--- src/rtl/ccpd_scan_ctrl.sv ---
// CCPD pixel scan controller: walks an inclusive pixel range, loading each pixel
// configuration over SPI and firing a fixed number of injection sequences per pixel.
module ccpd_scan_ctrl #(
    parameter int PIX_BITS = 8,
    parameter int REP_BITS = 16,
    parameter int TIMEOUT  = 65535
) (
    input  logic                BUS_CLK,
    input  logic                BUS_RST,
    input  logic                START,
    input  logic                ABORT,
    input  logic [PIX_BITS-1:0] PIX_FIRST,
    input  logic [PIX_BITS-1:0] PIX_LAST,
    input  logic [REP_BITS-1:0] REPEAT,
    input  logic [15:0]         SETTLE,
    output logic                CONF_START,
    input  logic                CONF_READY,
    output logic                SEQ_START,
    input  logic                SEQ_READY,
    input  logic                FIFO_NEAR_FULL,
    output logic [PIX_BITS-1:0] PIX_ADDR,
    output logic [REP_BITS-1:0] INJ_CNT,
    output logic                BUSY,
    output logic                DONE,
    output logic                ABORTED,
    output logic                TIMEOUT_ERR
);

    localparam int WAIT_BITS = $clog2(TIMEOUT + 1);

    typedef enum logic [3:0] {
        S_IDLE, S_CONF, S_CONF_WAIT, S_SETTLE, S_INJ_HOLD,
        S_INJ, S_INJ_WAIT, S_NEXT, S_FINISH
    } state_t;

    state_t               state, state_next;
    logic [PIX_BITS-1:0]  last_q;
    logic [REP_BITS-1:0]  rep_q;
    logic [15:0]          settle_q;
    logic [15:0]          settle_cnt;
    logic [WAIT_BITS-1:0] wait_cnt;
    logic [REP_BITS-1:0]  inj_next;
    logic                 wait_first;
    logic                 wait_expired;

    assign inj_next     = INJ_CNT + REP_BITS'(1);
    // First wait cycle is the handshake turnaround: the ready level still reflects the previous job.
    assign wait_first   = (wait_cnt == '0);
    assign wait_expired = (wait_cnt == WAIT_BITS'(TIMEOUT - 1));

    always_ff @(posedge BUS_CLK) begin
        if (BUS_RST) state <= S_IDLE;
        else         state <= state_next;
    end

    always_comb begin
        state_next = state;
        case (state)
            S_IDLE:      if (START) state_next = S_CONF;
            S_CONF:      state_next = S_CONF_WAIT;
            S_CONF_WAIT: begin
                if (!wait_first && CONF_READY) state_next = S_SETTLE;
                else if (wait_expired)         state_next = S_IDLE;
            end
            S_SETTLE:    if (settle_cnt == '0) state_next = S_INJ_HOLD;
            S_INJ_HOLD:  if (!FIFO_NEAR_FULL && SEQ_READY) state_next = S_INJ;
            S_INJ:       state_next = S_INJ_WAIT;
            S_INJ_WAIT: begin
                if (!wait_first && SEQ_READY) state_next = (inj_next < rep_q) ? S_INJ_HOLD : S_NEXT;
                else if (wait_expired)        state_next = S_IDLE;
            end
            S_NEXT:      state_next = (PIX_ADDR == last_q) ? S_FINISH : S_CONF;
            S_FINISH:    state_next = S_IDLE;
            default:     state_next = S_IDLE;
        endcase
        if (ABORT) state_next = S_IDLE;
    end

    always_ff @(posedge BUS_CLK) begin
        if (BUS_RST) begin
            CONF_START  <= 1'b0;
            SEQ_START   <= 1'b0;
            BUSY        <= 1'b0;
            DONE        <= 1'b0;
            ABORTED     <= 1'b0;
            TIMEOUT_ERR <= 1'b0;
            PIX_ADDR    <= '0;
            INJ_CNT     <= '0;
            last_q      <= '0;
            rep_q       <= '0;
            settle_q    <= '0;
            settle_cnt  <= '0;
            wait_cnt    <= '0;
        end else begin
            // Pulses are decoded from the next state so they appear registered for the single cycle spent in CONF/INJ.
            CONF_START <= (state_next == S_CONF);
            SEQ_START  <= (state_next == S_INJ);
            BUSY       <= (state_next != S_IDLE);

            if (state_next != state)
                wait_cnt <= '0;
            else if (state == S_CONF_WAIT || state == S_INJ_WAIT)
                wait_cnt <= wait_cnt + WAIT_BITS'(1);

            if (ABORT) begin
                ABORTED <= 1'b1;
            end else begin
                case (state)
                    S_IDLE: if (START) begin
                        last_q      <= PIX_LAST;
                        rep_q       <= (REPEAT == '0) ? REP_BITS'(1) : REPEAT;
                        settle_q    <= SETTLE;
                        PIX_ADDR    <= PIX_FIRST;
                        INJ_CNT     <= '0;
                        DONE        <= 1'b0;
                        ABORTED     <= 1'b0;
                        TIMEOUT_ERR <= 1'b0;
                    end
                    S_CONF_WAIT: begin
                        if (!wait_first && CONF_READY) settle_cnt <= settle_q;
                        else if (wait_expired)         TIMEOUT_ERR <= 1'b1;
                    end
                    S_SETTLE: if (settle_cnt != '0) settle_cnt <= settle_cnt - 16'd1;
                    S_INJ_WAIT: begin
                        if (!wait_first && SEQ_READY) INJ_CNT <= inj_next;
                        else if (wait_expired)        TIMEOUT_ERR <= 1'b1;
                    end
                    S_NEXT: if (PIX_ADDR != last_q) begin
                        PIX_ADDR <= PIX_ADDR + PIX_BITS'(1);
                        INJ_CNT  <= '0;
                    end
                    S_FINISH: DONE <= 1'b1;
                    default: ;
                endcase
            end
        end
    end

endmodule

--- config.mk ---
export PLATFORM = sky130hd
export DESIGN_NAME = ccpd_scan_ctrl
export DESIGN_NICKNAME = d
export VERILOG_FILES = /design/src/rtl/ccpd_scan_ctrl.sv
export SDC_FILE = /design/constraint.sdc
export NUM_CORES = 1
export LEC_CHECK = 0
export BUFFER_PORTS_ARGS = -buffer_cell sky130_fd_sc_hd__buf_2
export CAP_MARGIN = 25
export CORE_AREA = 3 3 101 122
export DETAILED_ROUTE_END_ITERATION = 10
export DIE_AREA = 0 0 104 125
export GPL_ROUTABILITY_DRIVEN = 0
export HOLD_SLACK_MARGIN = 0.1
export PLACE_DENSITY = 0.71
export SKIP_CTS_REPAIR_TIMING = 1
export SYNTH_ARGS = -nofsm -noshare
export SYNTH_HDL_FRONTEND = slang
export SYNTH_SLANG_ARGS = --single-unit
export TNS_END_PERCENT = 50
--- constraint.sdc ---
create_clock -name BUS_CLK -period 5.4 [get_ports BUS_CLK]
set_clock_uncertainty 0.1 [all_clocks]
set_input_delay 0.27 -clock BUS_CLK [delete_from_list [all_inputs] [get_ports BUS_CLK]]
set_output_delay 0.27 -clock BUS_CLK [all_outputs]
set_load 0.05 [all_outputs]
==> flow_summary_export.csv <==
group,metric,value,unit
run_status,outcome,"finished clean",
clocking,cts-root-buf,"clkbuf_16",
logic_synthesis,synth_enable_flop_cells,0,
detailed_routing,drtAntennaViolNets,0,
logic_synthesis,syn_avg_cell_area,7.73,sq um
power,p_leak,0.00260,uW
critical_path,path_max_fanout,16,
logic_synthesis,syn-cell-area,0.00560,sq mm
flow_run,cap_violations,0,
logic_synthesis,yosys_most_used_dff,"dfxtp_1",
power,p_int,1210,uW
critical_path,reg2reg_depth,13,
logic_synthesis,async_flop_share,0,%
detailed_routing,drt_iter0_drc,264,
power,switching_share,25.1,%
logic_synthesis,yosys.area.top_type,"dfxtp_1",
detailed_routing,wl,14.7,mm
worst_hold_path,hold_path_class,"in -> reg",
detailed_routing,vias,5434,
detailed_routing,routedWlPerCell,15.2,um
finish,synthToLayoutAreaGrowth,18.7,%
floorplan,dieArea,0.0130,sq mm
clocking,path_clk_slew,70,ps
detailed_routing,drt_pass1_iterations,5,
finish,num_antenna_cells,0,
sta,finalSetupTns,0,ps
grt,grt_max_degree,88,
clocking,clkSinkCount,106,
detailed_routing,drc,0,
sta,hold_viol,0,
floorplan,die_y,125,um
floorplan,rows,42,
logic_synthesis,synth_warnings,0,
finish,layout-drive-gt1-share,14.8,%
critical_path,cp_data_arrival_time,4350,ps
grt,antenna_found_initial,0,
power,combPwrFrac,10.5,%
critical_path,worstSetupPathType,"reg -> reg",
clocking,worstSkewPairLatency,350,ps
logic_synthesis,synthesis.nets,801,
grt,grt_pass1_wl,23.7,mm
worst_hold_path,whs_path_depth,3,
critical_path,startpoint_type,"register",
place,hpwl,10.1,mm
power,netSwitchingPower,404,uW
critical_path,reg2reg_slack,1140,ps
power,ir_worst_vdd,0.155,mV
sta,slew_viol_final,0,
critical_path,cp.required,5490,ps
sta,rsz0062_at_grt,"no",
clocking,max-clock-path-buffers,2,
logic_synthesis,synth.yosys.seq_area_share,37.9,%
sta,setup_viol,0,
logic_synthesis,ys_types,57,
sta,period_needed,4260,ps
sta,relSlewSlack,35.9,%
power,clkPwrFrac,38.8,%
floorplan,die_x,104,um
floorplan,core,0.0111,sq mm
grt,grt_use_total,21.6,%
clocking,cts_tree,"built",
logic_synthesis,netlist.area_leader.share,37.9,%
detailed_routing,via_per_inst,5.60,
floorplan,pin_count,85,
grt,grt_pass1_vias,5019,
sta,worstMarginPinSlew,962,ps
logic_synthesis,synth_area_leaders,"dfxtp_1 38%, nand2_1 9.6%, a21oi_1 7.1%",
place,io_buffers,84,
clocking,htree_levels,3,
grt,grt_overflow,0,
sta,period_share,79.0,%
clocking,cts_buffers,9,
logic_synthesis,syn_inst,725,
logic_synthesis,ys_ff_latch,106,
critical_path,setup.worst_path.end_class,"register",
floorplan,start_util,50.3,%
power,p_per_area,242,mW/mm^2
power,fin_total_pwr,1610,uW
finish,nets,888,
power,seqPwrFrac,50.8,%
sta,max_freq,234,MHz
## layer usage
metal	part of all wire, %	track usage [%]
met5	0	0
met3	3.8	2.58
met4	2.7	9.31
met2	51	38.2
met1	43	26.5
## power by group through the flow
| stage | clock (uW) | sequential, uW | combinational, uW |
|---|---|---|---|
| 6_report | 623 | 816 | 169 |
| 5_1_grt | 662 | 818 | 187 |
| 4_1_cts | 636 | 816 | 154 |
| 3_5_place_dp | 0 | 834 | 153 |
| 3_3_place_gp | 0 | 834 | 149 |
| 2_1_floorplan | 0 | 844 | 89.5 |
## Yosys cell counts (4+ instances only)
library cell  number
nand2b_1           5
nor3b_1            4
ha_1              21
dfxtp_1          106
nand4_1            9
xnor2_1           17
nor2_1            57
nand3_1           29
inv_1             22
o21ai_0           33
a211oi_1           8
xor2_1            20
nor3_1            19
and3_1             8
or4_1              7
or3_1              4
clkbuf_1          36
a21oi_1           79
nand2_1          144
a311oi_1           5
a22oi_1           10
o22ai_1            4
nor4_1            26
## metrics by stage
step	util, %	hold WS (ps)	cells	setup WS, ps	cell area (sq um)
finish	59.7	69.9	971	1140	6650
global route	59.7	96.8	971	737	6650
CTS	57.2	47.8	944	1240	6380
detailed placement	54.7	348	928	1240	6090
global placement	54.7	345	928	1520	6090
floorplan	-	306	725	1470	5600
## registers in the layout, summed over array words and instances (netlist names), 4 cells and up
register / count
INJ_CNT: 16
PIX_ADDR: 8
state: 4
wait_cnt: 16
last_q: 8
settle_q: 16
rep_q: 16
settle_cnt: 16
## path summary, 6_finish.rpt
| kind | to | startpoint |
|---|---|---|
| max | wait_cnt[2] | INJ_CNT[2] |
| max reg2reg | wait_cnt[2] | INJ_CNT[2] |
| min reg2reg | rep_q[7] | rep_q[7] |
| min | last_q[1] | PIX_LAST[1] |
## placed cells by master (no fill, tap or decap), types with 17 or more instances in the layout
cell type,count
nand2_1,144
dfxtp_1,106
buf_2,84
a21oi_1,79
nor2_1,57
o21ai_0,33
nand3_1,29
dlygate4sd3_1,26
nor4_1,25
inv_1,22
ha_1,21
xor2_1,20
nor3_1,19
xnor2_1,17
## cell families after synthesis
group,count (synthesis),synth area share (%)
xor+xnor,37,5.78
compound gates,165,18.2
flops,106,37.9
simple gates,333,28.8
fa+ha+maj,21,4.69
buf+inv,62,4.47
mux,1,0.179
## worst max-delay path, cell delays in order (launching register included)
cell	delay (ps)
dfxtp_1	460
nand3_1	190
nor3_1	520
nand4_1	350
nor2_1	310
xor2_1	180
ha_1	260
nand4_1	160
nor4_1	80
a311oi_1	310
o211ai_2	180
nand2_1	140
nor4b_4	740
nor4_1	140
## final cells by class
type	instances	area (sq um)
inverter	22	82.6
clock buffer	12	256
multi-input combinational	557	3240
timing repair buffer	116	733
tap	154	193
sequential	106	2120
fill	1073	4490
clock inverter	4	26.3
No activity file was read; power rests on OpenSTA's default activity.
